**src/rtl/logic_result_fifo.sv**
```systemverilog
// Circular-buffer FIFO for results of the bit-wise operator stage.
// One-cycle registered read, registered occupancy flags, sticky overflow/underflow.
module logic_result_fifo #(
  parameter int WIDTH = 7,
  parameter int DEPTH = 4
) (
  input  logic                     clk_in,
  input  logic                     rst_in,
  input  logic [WIDTH-1:0]         y_in,
  input  logic                     wr_en_in,
  input  logic                     rd_en_in,
  input  logic                     clr_flags_in,
  output logic [WIDTH-1:0]         data_out,
  output logic                     valid_out,
  output logic                     full_out,
  output logic                     empty_out,
  output logic [$clog2(DEPTH):0]   count_out,
  output logic                     overflow_out,
  output logic                     underflow_out
);

  localparam int AW = $clog2(DEPTH);
  localparam int CW = AW + 1;

  logic [WIDTH-1:0] r_mem [DEPTH];
  logic [AW-1:0]    r_wr_ptr;
  logic [AW-1:0]    r_rd_ptr;
  logic [CW-1:0]    r_count;
  logic             r_full;
  logic             r_empty;
  logic [WIDTH-1:0] r_data;
  logic             r_valid;
  logic             r_overflow;
  logic             r_underflow;

  logic             w_rd_acc;
  logic             w_wr_acc;
  logic             w_ovf_ev;
  logic             w_udf_ev;
  logic [CW-1:0]    w_count_next;
  logic [AW-1:0]    w_wr_ptr_next;
  logic [AW-1:0]    w_rd_ptr_next;

  // A full FIFO can still take a write when the head is popped on the same edge.
  assign w_rd_acc = rd_en_in && !r_empty;
  assign w_wr_acc = wr_en_in && (!r_full || w_rd_acc);
  assign w_ovf_ev = wr_en_in && !w_wr_acc;
  assign w_udf_ev = rd_en_in && r_empty;

  assign w_wr_ptr_next = (r_wr_ptr == AW'(DEPTH - 1)) ? '0 : r_wr_ptr + 1'b1;
  assign w_rd_ptr_next = (r_rd_ptr == AW'(DEPTH - 1)) ? '0 : r_rd_ptr + 1'b1;

  always_comb begin
    w_count_next = r_count;
    case ({w_wr_acc, w_rd_acc})
      2'b10:   w_count_next = r_count + 1'b1;
      2'b01:   w_count_next = r_count - 1'b1;
      default: w_count_next = r_count;
    endcase
  end

  // Entry storage carries no reset so it can map onto plain RAM.
  always_ff @(posedge clk_in) begin
    if (w_wr_acc && !rst_in) begin
      r_mem[r_wr_ptr] <= y_in;
    end
  end

  always_ff @(posedge clk_in or posedge rst_in) begin
    if (rst_in) begin
      r_wr_ptr    <= '0;
      r_rd_ptr    <= '0;
      r_count     <= '0;
      r_full      <= 1'b0;
      r_empty     <= 1'b1;
      r_data      <= '0;
      r_valid     <= 1'b0;
      r_overflow  <= 1'b0;
      r_underflow <= 1'b0;
    end else begin
      r_count <= w_count_next;
      r_full  <= (w_count_next == CW'(DEPTH));
      r_empty <= (w_count_next == '0);
      r_valid <= w_rd_acc;
      if (w_wr_acc) begin
        r_wr_ptr <= w_wr_ptr_next;
      end
      if (w_rd_acc) begin
        r_rd_ptr <= w_rd_ptr_next;
        r_data   <= r_mem[r_rd_ptr];
      end
      // A fresh event in the clearing cycle keeps its flag set.
      if (clr_flags_in) begin
        r_overflow  <= w_ovf_ev;
        r_underflow <= w_udf_ev;
      end else begin
        r_overflow  <= r_overflow  | w_ovf_ev;
        r_underflow <= r_underflow | w_udf_ev;
      end
    end
  end

  assign data_out      = r_data;
  assign valid_out     = r_valid;
  assign full_out      = r_full;
  assign empty_out     = r_empty;
  assign count_out     = r_count;
  assign overflow_out  = r_overflow;
  assign underflow_out = r_underflow;

endmodule

```
**config.mk**
```make
export PLATFORM = sky130hd
export DESIGN_NAME = logic_result_fifo
export DESIGN_NICKNAME = d
export VERILOG_FILES = /design/src/rtl/logic_result_fifo.sv
export SDC_FILE = /design/constraint.sdc
export NUM_CORES = 1
export LEC_CHECK = 0
export CAP_MARGIN = 10
export CORE_ASPECT_RATIO = 0.8
export CORE_MARGIN = 8
export CORE_UTILIZATION = 53
export CTS_CLUSTER_SIZE = 25
export DETAILED_ROUTE_END_ITERATION = 10
export PLACE_DENSITY = 0.83
export SETUP_SLACK_MARGIN = 0.15
export SLEW_MARGIN = 30
export SYNTH_ARGS = -nofsm -noshare
export SYNTH_HDL_FRONTEND = slang
export SYNTH_SLANG_ARGS = --single-unit
```
**constraint.sdc**
```tcl
create_clock -name clk_in -period 3.8 [get_ports clk_in]
set_clock_uncertainty 0.05 [all_clocks]
set_input_delay 0.76 -clock clk_in [delete_from_list [all_inputs] [get_ports clk_in]]
set_output_delay 0.76 -clock clk_in [all_outputs]
set_load 0.005 [all_outputs]
```
==> impl_metrics.env <==
export IMPL_routed_wl_met2_um=1720
export IMPL_hp_class="flop to flop"
export IMPL_synth_edf_count=28
export IMPL_fin_area_sq_um=2290
export IMPL_ctsResizeCount=0
export IMPL_power_density_nw_per_um2=674
export IMPL_fmax_ghz=0.326
export IMPL_placed_area_sq_um=2210
export IMPL_critical_path_buf_inv_count=3
export IMPL_min_delay_start="data_out[3]"
export IMPL_wl_met3_um=115
export IMPL_syn_instance_count=128
export IMPL_finalSetupTns_ps=0
export IMPL_synth_largest_area_cell="edfxtp_1"
export IMPL_place_congestion=0.729
export IMPL_synthFlopType="edfxtp_1"
export IMPL_clk_pin_slew_ps=80
export IMPL_top_layer="met4"
export IMPL_grt_max_degree=20
export IMPL_synth_top_area_share=0.439
export IMPL_reg2reg_slack_ps=1070
export IMPL_routed_via_density=5.31
export IMPL_syn_cell_area_sq_um=1920
export IMPL_die_area_sq_um=5810
export IMPL_yosysWarnings=0
export IMPL_synthArstFlopShare=0.404
export IMPL_ir_worst_vdd_uv=376
export IMPL_dr_pass1_iters=4
export IMPL_wl_um=3250
export IMPL_worstSetupPathType="primary input to flop"
export IMPL_p_leak_nw=0.929
export IMPL_port_buffers=26
export IMPL_drv_cap=0
export IMPL_worst_slew_pin_slew_ps=694
export IMPL_holdPathEnd="data_out[3]"
export IMPL_run_status="finished, final reports clean"
export IMPL_report_final_setup_viol=0
export IMPL_synth_seq_cells=47
export IMPL_htreeDepth=2
export IMPL_n_fill_cell=221
export IMPL_slowest_stage="clkdlybuf4s50_1"
export IMPL_cts_sinks=47
export IMPL_clockBufferDepth=2
export IMPL_io_pins=27
export IMPL_ant_nets=0
export IMPL_slew_violations=0
export IMPL_grt_pass1_wl_um=5400
export IMPL_drt_met1_wl_um=1360
export IMPL_r2r_start="empty_out"
export IMPL_core_area_sq_um=3450
export IMPL_path_cells="clkdlybuf4s50_1, nand2b_1, inv_2, ha_1, inv_1, fa_1, xor2_1, or3_1, o211a_1"
export IMPL_layout_drive_gt1_share=0.119
export IMPL_fin_util=0.665
export IMPL_vias=1067
export IMPL_drc=0
export IMPL_grt_setup_unrepaired="no"
export IMPL_hold_depth=2
export IMPL_fin_crit_ps=3060
export IMPL_relSlewSlack=0.537
export IMPL_path_max_fanout=14
export IMPL_arrival_ps=3240
export IMPL_synth_area_top_cells="edfxtp_1, dfrtp_1, mux4_2"
export IMPL_dpl_hpwl_um=2330
export IMPL_wire_per_inst_um=16.2
export IMPL_num_rows=19
export IMPL_syn_nets=147
export IMPL_fin_crit_sh=0.806
export IMPL_reg2reg_to="empty_out"
export IMPL_grt_pass1_vias=1123
export IMPL_postCtsSetupBuffers=0
export IMPL_reg2regPathDepth=9
export IMPL_power_total_mw=1.54
export IMPL_crit_path_end_kind="flop"
export IMPL_ys_seq_area_frac=0.688
export IMPL_start_util=0.556
export IMPL_grt_total_usage=0.118
export IMPL_worstPathRequired_ps=3980
export IMPL_max_stage_delay_ps=480
export IMPL_cts_tree="yes"
export IMPL_die_y_um=69.8
export IMPL_startpoint_type="primary input"
export IMPL_chipWidth_um=83.2
export IMPL_grt_overflow_total=0
export IMPL_hold_violations=0
export IMPL_syn_to_final_growth_pct=19.6
export IMPL_clock_root_buffer="clkbuf_8"
export IMPL_antenna_found_initial=0
export IMPL_antenna_cells=0
export IMPL_synthDistinctLibCells=27
export IMPL_nets=177
export IMPL_crit_family="buffers and inverters"
export IMPL_ctsHoldBuffers=0
export IMPL_cts_buffers=5
export IMPL_clk_latency_ps=290
export IMPL_drtIter0Drc=57
export IMPL_avgSynthCellArea_sq_um=15.0
## synthesized netlist by cell type (all sizes together) (2+ instances only)
master and instances:
nand2 29, edfxtp 28, dfrtp 18, inv 11, mux4 7, ha 6
and2 4, buf 3, o21ai 3, mux2 2, nor2 2, xnor2 2
## flip-flops by register name (all words and copies together), names as in the netlist, 2 cells and up
name / count
r_rd_ptr: 2
count_out: 3
r_wr_ptr: 2
r_mem: 28
data_out: 7
## stage by stage
step / hold slack (ps) / instances / setup slack [ps]
2_1_floorplan: 420 / 128 / 1370
3_3_place_gp: 416 / 193 / 564
3_5_place_dp: 422 / 193 / 443
4_1_cts: 441 / 201 / 762
5_1_grt: 464 / 201 / 622
6_report: 433 / 201 / 736
## cells by family after synthesis
| group | Yosys count | synth area share |
|---|---|---|
| buffers and inverters | 14 | 0.0327 |
| and+or+nand+nor | 39 | 0.0862 |
| DFF | 47 | 0.688 |
| adders and majority gates | 7 | 0.0496 |
| muxes | 9 | 0.0941 |
| xor gates and xnor gates | 3 | 0.0137 |
| AOI/OAI and AO/OA | 9 | 0.0359 |
## cell type report
cell class,count,area [sq um],area share
Clock buffer,5,68.8,0.0300
Sequential cell,47,1320,0.575
Timing Repair Buffer,26,260,0.114
Multi-Input combinational cell,67,536,0.234
Tap cell,42,52.6,0.0229
Inverter,11,41.3,0.0180
Clock inverter,3,15.0,0.00655
## report_power, final
part,total (mW),internal [mW],switching [mW]
clock network,0.281,0.126,0.155
logic,0.492,0.285,0.207
registers,0.771,0.663,0.107
total,1.54,1.07,0.469
## cell usage in the layout, fill, tap and decap left out, types with 2 or more instances in the layout
| master | instances |
|---|---|
| and2_1 | 4 |
| clkbuf_8 | 5 |
| clkdlybuf4s50_1 | 26 |
| clkinv_2 | 3 |
| dfrtp_1 | 18 |
| edfxtp_1 | 28 |
| ha_1 | 6 |
| inv_1 | 10 |
| mux2_1 | 2 |
| mux4_2 | 7 |
| nand2_1 | 29 |
| nor2_1 | 2 |
| o21ai_0 | 3 |
| xnor2_1 | 2 |
## how the worst max path moves through the flow
stage / slack, ps / to / from / cells after the start
after CTS: 760 / empty_out / rd_en_in / 9
after floorplan: 1370 / empty_out / rd_en_in / 9
final: 740 / empty_out / rd_en_in / 9
after global placement: 560 / empty_out / rd_en_in / 9
after global routing: 620 / empty_out / rd_en_in / 9
after detailed placement: 440 / empty_out / rd_en_in / 9
## routing by layer
| layer | vias to the layer above | global-route usage |
|---|---|---|
| li1 | 509 | - |
| met1 | 535 | 0.136 |
| met2 | 17 | 0.196 |
| met3 | 6 | 0.0387 |
| met4 | 0 | 0.0506 |
| met5 | - | 0 |
## tightest hold or removal path, cell delays in order, from the launching register on
cell	delay, ps
dfrtp_1	350
nand2_1	50
nand2_1	60
Power figures use the tool's default switching activity.
